File: src/rtl/fx3_pkg.sv
// Shared types and constants for the FX3 GPIF-II slave-FIFO write path.
package fx3_pkg;

  localparam int unsigned GPIF_DW          = 16;
  localparam int unsigned GPIF_AW          = 2;
  localparam int unsigned DEF_BURST_LEN    = 256;
  localparam int unsigned DEF_FLAG_LATENCY = 4;

  typedef enum logic [1:0] {
    IDLE   = 2'd0,
    WRITE  = 2'd1,
    PKTEND = 2'd2,
    GUARD  = 2'd3
  } state_e;

endpackage

File: src/rtl/fx3_gpif_tx.sv
// Streams 16-bit words into an FX3 socket in full-buffer bursts, committing
// short packets with PKTEND when the upstream source stalls mid-burst.
module fx3_gpif_tx
  import fx3_pkg::*;
#(
  parameter int unsigned          BURST_LEN    = DEF_BURST_LEN,
  parameter int unsigned          FLAG_LATENCY = DEF_FLAG_LATENCY,
  parameter int unsigned          IDLE_TIMEOUT = 64,
  parameter logic [GPIF_AW-1:0]   SOCKET       = 2'd0
) (
  input  logic               clk,
  input  logic               rst_n,
  input  logic [GPIF_DW-1:0] s_data_i,
  input  logic               s_valid_i,
  output logic               s_ready_o,
  output logic [GPIF_DW-1:0] fx3_data_o,
  output logic               fx3_data_oe_o,
  output logic               fx3_slwr_n_o,
  output logic               fx3_pktend_n_o,
  output logic [GPIF_AW-1:0] fx3_addr_o,
  input  logic               fx3_flag_i
);

  localparam int unsigned BW = $clog2(BURST_LEN + 1);
  localparam int unsigned SW = $clog2(IDLE_TIMEOUT + 1);
  localparam int unsigned GW = $clog2(FLAG_LATENCY + 1);

  localparam logic [BW-1:0] BURST_LAST = BW'(BURST_LEN - 1);
  localparam logic [SW-1:0] STALL_LAST = SW'(IDLE_TIMEOUT - 1);
  localparam logic [GW-1:0] GUARD_LAST = GW'(FLAG_LATENCY - 1);

  state_e               state_q, state_d;
  logic                 flag_q;
  logic [BW-1:0]        burst_cnt_q, burst_cnt_d;
  logic [SW-1:0]        stall_cnt_q, stall_cnt_d;
  logic [GW-1:0]        guard_cnt_q, guard_cnt_d;
  logic                 slwr_n_q, slwr_n_d;
  logic                 pktend_n_q, pktend_n_d;
  logic                 oe_q, oe_d;
  logic [GPIF_DW-1:0]   data_q, data_d;
  logic                 accept;

  assign s_ready_o = (state_q == WRITE);
  assign accept    = s_valid_i & s_ready_o;

  always_comb begin
    state_d     = state_q;
    burst_cnt_d = burst_cnt_q;
    stall_cnt_d = stall_cnt_q;
    guard_cnt_d = guard_cnt_q;

    case (state_q)
      IDLE: begin
        if (flag_q) state_d = WRITE;
      end
      WRITE: begin
        if (accept) begin
          stall_cnt_d = '0;
          if (burst_cnt_q == BURST_LAST) begin
            burst_cnt_d = '0;
            state_d     = GUARD;
          end else begin
            burst_cnt_d = burst_cnt_q + 1'b1;
          end
        end else if (burst_cnt_q != '0) begin
          // An empty burst may wait forever; only a partial one gets flushed.
          if (stall_cnt_q == STALL_LAST) begin
            burst_cnt_d = '0;
            stall_cnt_d = '0;
            state_d     = PKTEND;
          end else begin
            stall_cnt_d = stall_cnt_q + 1'b1;
          end
        end
      end
      PKTEND: begin
        state_d = GUARD;
      end
      GUARD: begin
        if (guard_cnt_q == GUARD_LAST) begin
          guard_cnt_d = '0;
          state_d     = IDLE;
        end else begin
          guard_cnt_d = guard_cnt_q + 1'b1;
        end
      end
      default: state_d = IDLE;
    endcase

    slwr_n_d   = ~accept;
    data_d     = accept ? s_data_i : data_q;
    pktend_n_d = (state_d != PKTEND);
    // Keep the bus driven through the strobe of the final word, which lands in GUARD.
    oe_d       = (state_d == WRITE) || (state_d == PKTEND) || accept;
  end

  always_ff @(posedge clk or negedge rst_n) begin
    if (!rst_n) begin
      state_q     <= IDLE;
      flag_q      <= 1'b0;
      burst_cnt_q <= '0;
      stall_cnt_q <= '0;
      guard_cnt_q <= '0;
      slwr_n_q    <= 1'b1;
      pktend_n_q  <= 1'b1;
      oe_q        <= 1'b0;
      data_q      <= '0;
    end else begin
      state_q     <= state_d;
      flag_q      <= fx3_flag_i;
      burst_cnt_q <= burst_cnt_d;
      stall_cnt_q <= stall_cnt_d;
      guard_cnt_q <= guard_cnt_d;
      slwr_n_q    <= slwr_n_d;
      pktend_n_q  <= pktend_n_d;
      oe_q        <= oe_d;
      data_q      <= data_d;
    end
  end

  assign fx3_data_o     = data_q;
  assign fx3_data_oe_o  = oe_q;
  assign fx3_slwr_n_o   = slwr_n_q;
  assign fx3_pktend_n_o = pktend_n_q;
  assign fx3_addr_o     = SOCKET;

endmodule

File: config.mk
export PLATFORM = sky130hd
export DESIGN_NAME = fx3_gpif_tx
export DESIGN_NICKNAME = d
export VERILOG_FILES = /design/src/rtl/fx3_pkg.sv /design/src/rtl/fx3_gpif_tx.sv
export SDC_FILE = /design/constraint.sdc
export NUM_CORES = 1
export LEC_CHECK = 0
export ABC_AREA = 1
export BUFFER_PORTS_ARGS = -buffer_cell sky130_fd_sc_hd__buf_2
export CAP_MARGIN = 20
export CORE_MARGIN = 4
export CORE_UTILIZATION = 45
export DETAILED_ROUTE_END_ITERATION = 6
export GPL_TIMING_DRIVEN = 0
export PLACE_DENSITY = 0.68
export SYNTH_ARGS = -nofsm -noshare
export SYNTH_HDL_FRONTEND = slang
export SYNTH_SLANG_ARGS = --single-unit
export TNS_END_PERCENT = 20
File: constraint.sdc
create_clock -name clk -period 4.45 [get_ports clk]
set_input_delay 0.445 -clock clk [delete_from_list [all_inputs] [get_ports clk]]
set_output_delay 0.445 -clock clk [all_outputs]
set_load 0.01 [all_outputs]
### Word-level counts from Yosys, hierarchy flattened

Index checks and enable logic that the tools add are counted.

| operators by class | value |
|---|---|
| muxes and demuxes | 15 |
| bitwise operators | 2 |
| equal/unequal tests | 9 |
| add/subtract/negate cells | 3 |
| reductions and logical operators | 8 |

Operator list:

| kind | count |
|---|---|
| $mux 9 | 4 |
| $mux 7 | 3 |
| $mux 2 | 6 |
| $add 9x1->9 const B | 1 |
| $eq 9x8->1 const B | 1 |
| $reduce_bool 9->1 | 1 |
| $pmux 2 s4 | 1 |
| $add 7x1->7 const B | 1 |
| $eq 7x6->1 const B | 1 |
| $eq 2x2->1 const B | 3 |
| $eq 2x1->1 const B | 2 |
| $reduce_bool 2->1 | 2 |
| $add 3x1->3 const B | 1 |
| $eq 3x2->1 const B | 1 |
| $mux 3 | 1 |
| $reduce_and 3->1 | 1 |
| $logic_not 2->1 | 1 |
| $logic_or 1x1->1 | 2 |
| $ne 2x2->1 const B | 1 |
| $reduce_and 2->1 | 1 |
| $and 1x1->1 | 1 |
| $not 1->1 | 1 |

| storage, ports and cells | value |
|---|---|
| logic and storage cells | 46 |
| register bits | 41 |
| output and inout port bits | 22 |
| input port bits | 20 |

### Depth between registers and ports, before layout

| logic depth | value |
|---|---|
| depth after elaboration | 8 |
| gate-level depth with buffers | 11 |

### Least setup slack after synthesis

No wires, ideal clock.

| timing | value |
|---|---|
| path type | flip-flop to flip-flop |
| start | reg stall_cnt_q[0] |
| end | reg oe_q, in the netlist fx3_data_oe_o |
| setup slack | 2.844 ns |
| buffers on the path | 0 |
| arrival | 1.483 ns |
| stages on the path, launching flop included | 12 |
| required time | 4.327 ns |
| library setup time | 0.123 ns |
| cell sequence | dfrtp_1 > ha_1 > nand3_1 > inv_1 > nand2_1 > nand2_1 > nand2_1 > nor2_1 > nor2_1 > nor2_1 > ha_1 > nand2_1 |

| between the ends | value |
|---|---|
| cells in the longest elaborated chain, start to end | 8 |

Ends and longest elaborated chain:

| element | line | RTL |
|---|---|---|
| start: declaration | fx3_gpif_tx.sv:35 | `logic [SW-1:0] stall_cnt_q, stall_cnt_d;` |
| start signal: assignment | fx3_gpif_tx.sv:112 | `stall_cnt_q <= stall_cnt_d;` |
| $eq 7x6->1 * | fx3_gpif_tx.sv:67 | `if (stall_cnt_q == STALL_LAST) begin` |
| $mux 2 * | fx3_gpif_tx.sv:67 |  |
| $mux 2 * | fx3_gpif_tx.sv:65 | `end else if (burst_cnt_q != '0) begin` |
| $mux 2 * | fx3_gpif_tx.sv:57 | `if (accept) begin` |
| $pmux 2 s4 * | fx3_gpif_tx.sv:52 | `case (state_q)` |
| named net state_d[1] | fx3_gpif_tx.sv:32 | `state_e state_q, state_d;` |
| $eq 2x1->1 or $eq 2x2->1 (tied branches) | fx3_gpif_tx.sv:94 | `oe_d = (state_d == WRITE) \|\| (state_d == PKTEND) \|\| accept;` |
| $logic_or 1x1->1 * (2 in a row) | fx3_gpif_tx.sv:94 |  |
| named net oe_d | fx3_gpif_tx.sv:39 | `logic oe_q, oe_d;` |
| end signal: assignment | fx3_gpif_tx.sv:106 | `oe_q <= 1'b0;` |
| end signal: assignment | fx3_gpif_tx.sv:116 | `oe_q <= oe_d;` |
| end: declaration | fx3_gpif_tx.sv:39 |  |

Mark *: on every way through the listed nets, which the timed path passes. The rest lies on a longest branch.
A chain may end at the register's enable or synchronous reset.

### Worst setup path in the final report

| timing | value |
|---|---|
| start | reg burst_cnt_q[0] |
| end | reg oe_q, in the netlist fx3_data_oe_o |

| between the ends | value |
|---|---|
| cells in the longest elaborated chain, start to end | 7 |

Ends and longest elaborated chain:

| element | line | RTL |
|---|---|---|
| start: declaration | fx3_gpif_tx.sv:34 | `logic [BW-1:0] burst_cnt_q, burst_cnt_d;` |
| start signal: assignment | fx3_gpif_tx.sv:111 | `burst_cnt_q <= burst_cnt_d;` |
| $eq 9x8->1 or $reduce_bool 9->1 (tied branches) | fx3_gpif_tx.sv:59, fx3_gpif_tx.sv:65 |  |
| $mux 2, on equally long branches | fx3_gpif_tx.sv:59, fx3_gpif_tx.sv:65 |  |
| $mux 2 * | fx3_gpif_tx.sv:57 |  |
| $pmux 2 s4 * | fx3_gpif_tx.sv:52 |  |
| named net state_d[1] | fx3_gpif_tx.sv:32 |  |
| $eq 2x1->1 or $eq 2x2->1 (tied branches) | fx3_gpif_tx.sv:94 |  |
| $logic_or 1x1->1 * (2 in a row) | fx3_gpif_tx.sv:94 |  |
| named net oe_d | fx3_gpif_tx.sv:39 |  |

Marks and branches as above.

==> flow_summary.yaml <==
finish:
  area_growth_pct: 18.7
  drive_gt1_frac: 0.280
  diodes: 0
  final_common_cell: "nand2_1"
  finish.instance_area_um2: 2410
  final_cell_count_no_fill: 341
  post-route-util: 0.553
  final_cell_mix: "85 x nand2_1, 42 x buf_2, 39 x dfrtp_1"
  nNetsFinal: 313
placement:
  gp_congestion: 0.795
  port_buffers: 39
  postPlaceCellArea_um2: 2290
  dp_hpwl_mm: 2.78
  dp_slack_ns: 2.61
  numPlacedInstances: 333
worst_setup_path:
  crit-reg2reg-capture: "fx3_data_oe_o"
  rr_startpoint: "burst_cnt_q[0]"
  setup.worst_path.class: "reg2reg"
  cp_data_required_time_ns: 4.69
  reg2reg_depth: 11
  crit_fanout: 5
  critPathArrivalTime_ns: 2.09
  path_common_cell: "nand2_1"
  cp_slowest_cell: "dfrtp_1"
  critPathCaptureType: "flip-flop"
  critPathMaxStageDelay_ns: 0.41
  r2r_slack_ns: 2.60
  cp-start-kind: "flip-flop"
  cp_cell_sequence: "ha_1 > nand2_1 > nor2_1 > nand2_1 > nand2_1 > nand2_1 > nor2_1 > nor2_1 > nor2_1 > ha_1 > nand2_1"
sta:
  rsz0062_at_grt: "false"
  period_share: 0.416
  worstMarginPinSlew_ns: 0.903
  fin_ws_ns: 2.60
  fin_crit_ns: 1.85
  final_max_slew_viol_count: 0
  hold_slack_ns: 0.247
  tns_ns: 0
  max_slew_margin: 0.398
  setup_violations: 0
  fmax_mhz: 540
  hold_viol: 0
  clock_skew_ns: 0.00779
global_routing:
  grtUsageMet3: 0.0427
  grt_pass1_vias: 1548
  grt_max_degree: 42
  overflow: 0
  grtUsageMet1: 0.218
  busiest_layer: "met2"
  grt_pass1_wl_mm: 6.81
  antenna_found_initial: 0
  grt_usage: 0.158
  met2_usage: 0.241
cts:
  cts_setup_buffers: 0
  hold_buffers: 0
  cts-buffers-inserted: 5
  cts_sinks: 41
  cts_buffer_depth: 2
  clkTransAtPathRegs_ns: 0.09
  clk_latency_ns: 0.29
  cts_tree: "built"
  htree_levels: 2
  clockRootBuffer: "clkbuf_8"
  cts_resized: 0
yosys:
  yosys_register_bits: 41
  synth-main-ff-cell: "dfrtp_1"
  synthXorXnorAreaFrac: 0.00431
  synth_warnings: 0
  syn_area_um2: 2030
  synthTopCellsByArea: "dfrtp_1 48%, nand2_1 16%, inv_1 4.3%"
  synthAdderAreaFrac: 0.0308
  avgSynthCellArea_um2: 8.43
  syn_inst: 241
  synth_mux_area_frac: 0
  synth-edff-count: 0
  synth_top_family_by_area: "simple AND/OR/NAND/NOR gates"
  yosysSeqAreaShare: 0.506
  synth_top_cell_area_share: 0.481
  synth_compound_area_frac: 0.0709
  synth_cell_types: 29
  synth-simple-area-share: 0.310
  synth-async-reset-ratio: 1.00
  synth_area_leader_cell: "dfrtp_1"
routing:
  vias: 1635
  drt_iter0_markers: 62
  wl_per_cell_um: 11.5
  firstDrtPassIters: 4
  routed_wirelength_mm: 3.92
  vias_per_cell: 4.79
  drc: 0
  final_antenna_net_count: 0
min_path:
  hold_path_startpoint: "fx3_flag_i"
  hold_class: "in2reg"
  min_to: "flag_q"
  hold_depth: 1
pwr:
  p_leak_nw: 1.31
  total_power_mw: 1.67
  vdd_drop_max_mv: 0.353
  power.density_nw_per_um2: 693
floorplanning:
  die_area_um2: 5650
  core_area_um2: 4350
  fp.dieW_um: 75.2
  die_h_um: 75.2
  io_pins: 42
  initial_core_util: 0.466
  rows: 24
job:
  maxCapViolCount: 0
status:
  status: "finished, final reports clean"
==> critical path, delay by kind of cell, from the launching register on <==
| family | cells | cell delay, ns |
|---|---|---|
| fa+ha+maj | 2 | 0.44 |
| flops | 1 | 0.41 |
| simple gates | 9 | 0.95 |
==> metal layers <==
metal	routed length [µm]	share of wire	up-vias
li1	-	-	848
met1	1870	0.48	735
met2	1800	0.46	46
met3	208	0.053	6
met4	46	0.012	0
met5	0	0	-
==> area by class of cell <==
cell class                      instances  area [µm²]
Buffer                                  7        48.8
Clock buffer                            5        68.8
Clock inverter                          3        46.3
Fill cell                             390        1940
Inverter                               28         105
Multi-Input combinational cell        166         852
Sequential cell                        41        1030
Tap cell                               52        65.1
Timing Repair Buffer                   39         195
==> synthesized netlist by cell type, types with 2 or more instances <==
| cell type | count |
|---|---|
| o21ai_2 | 6 |
| nand4_1 | 9 |
| inv_1 | 23 |
| or2_2 | 2 |
| nand2_2 | 6 |
| nand3_1 | 11 |
| buf_4 | 3 |
| nand2_1 | 85 |
| a21oi_1 | 4 |
| nor2_1 | 15 |
| dfrtp_1 | 39 |
| ha_1 | 5 |
| dfstp_2 | 2 |
| inv_2 | 5 |
| buf_2 | 3 |
| o21ai_0 | 4 |
| o21ai_1 | 7 |
==> cells by family (layout without fill, tap and decap cells) <==
| family | Yosys count | after routing |
|---|---|---|
| XOR/XNOR | 1 | 1 |
| flip-flops | 41 | 41 |
| buffers and inverters | 35 | 82 |
| adder cells (fa/ha/maj) | 5 | 5 |
| other | 1 | 2 |
| AO/OA/AOI/OAI | 23 | 23 |
| AND/OR/NAND/NOR | 135 | 135 |
==> power breakdown <==
group,leakage (nW),switching (mW),total (mW),internal (mW)
clock,0.0543,0.135,0.303,0.168
combinational,0.763,0.437,0.718,0.281
sequential,0.493,0.119,0.649,0.531
==> worst max-delay path by stage <==
| stage | endpoint | slack (ns) | depth (start not counted) | from |
|---|---|---|---|---|
| 2_1_floorplan | fx3_data_oe_o | 2.84 | 11 | stall_cnt_q[0] |
| 3_3_place_gp | fx3_data_oe_o | 2.64 | 11 | burst_cnt_q[0] |
| 3_5_place_dp | fx3_data_oe_o | 2.61 | 11 | burst_cnt_q[0] |
| 4_1_cts | fx3_data_oe_o | 2.58 | 11 | burst_cnt_q[0] |
| 5_1_grt | fx3_data_oe_o | 2.30 | 11 | burst_cnt_q[0] |
| 6_report | fx3_data_oe_o | 2.60 | 11 | burst_cnt_q[0] |
==> flip-flops by register name (all words and copies together) (netlist names) <==
signal,count
fx3_data_o,16
burst_cnt_q,9
fx3_data_oe_o,1
fx3_pktend_n_o,1
state_q,2
stall_cnt_q,7
flag_q,1
fx3_slwr_n_o,1
guard_cnt_q,3
Power figures use the tool's default switching activity.
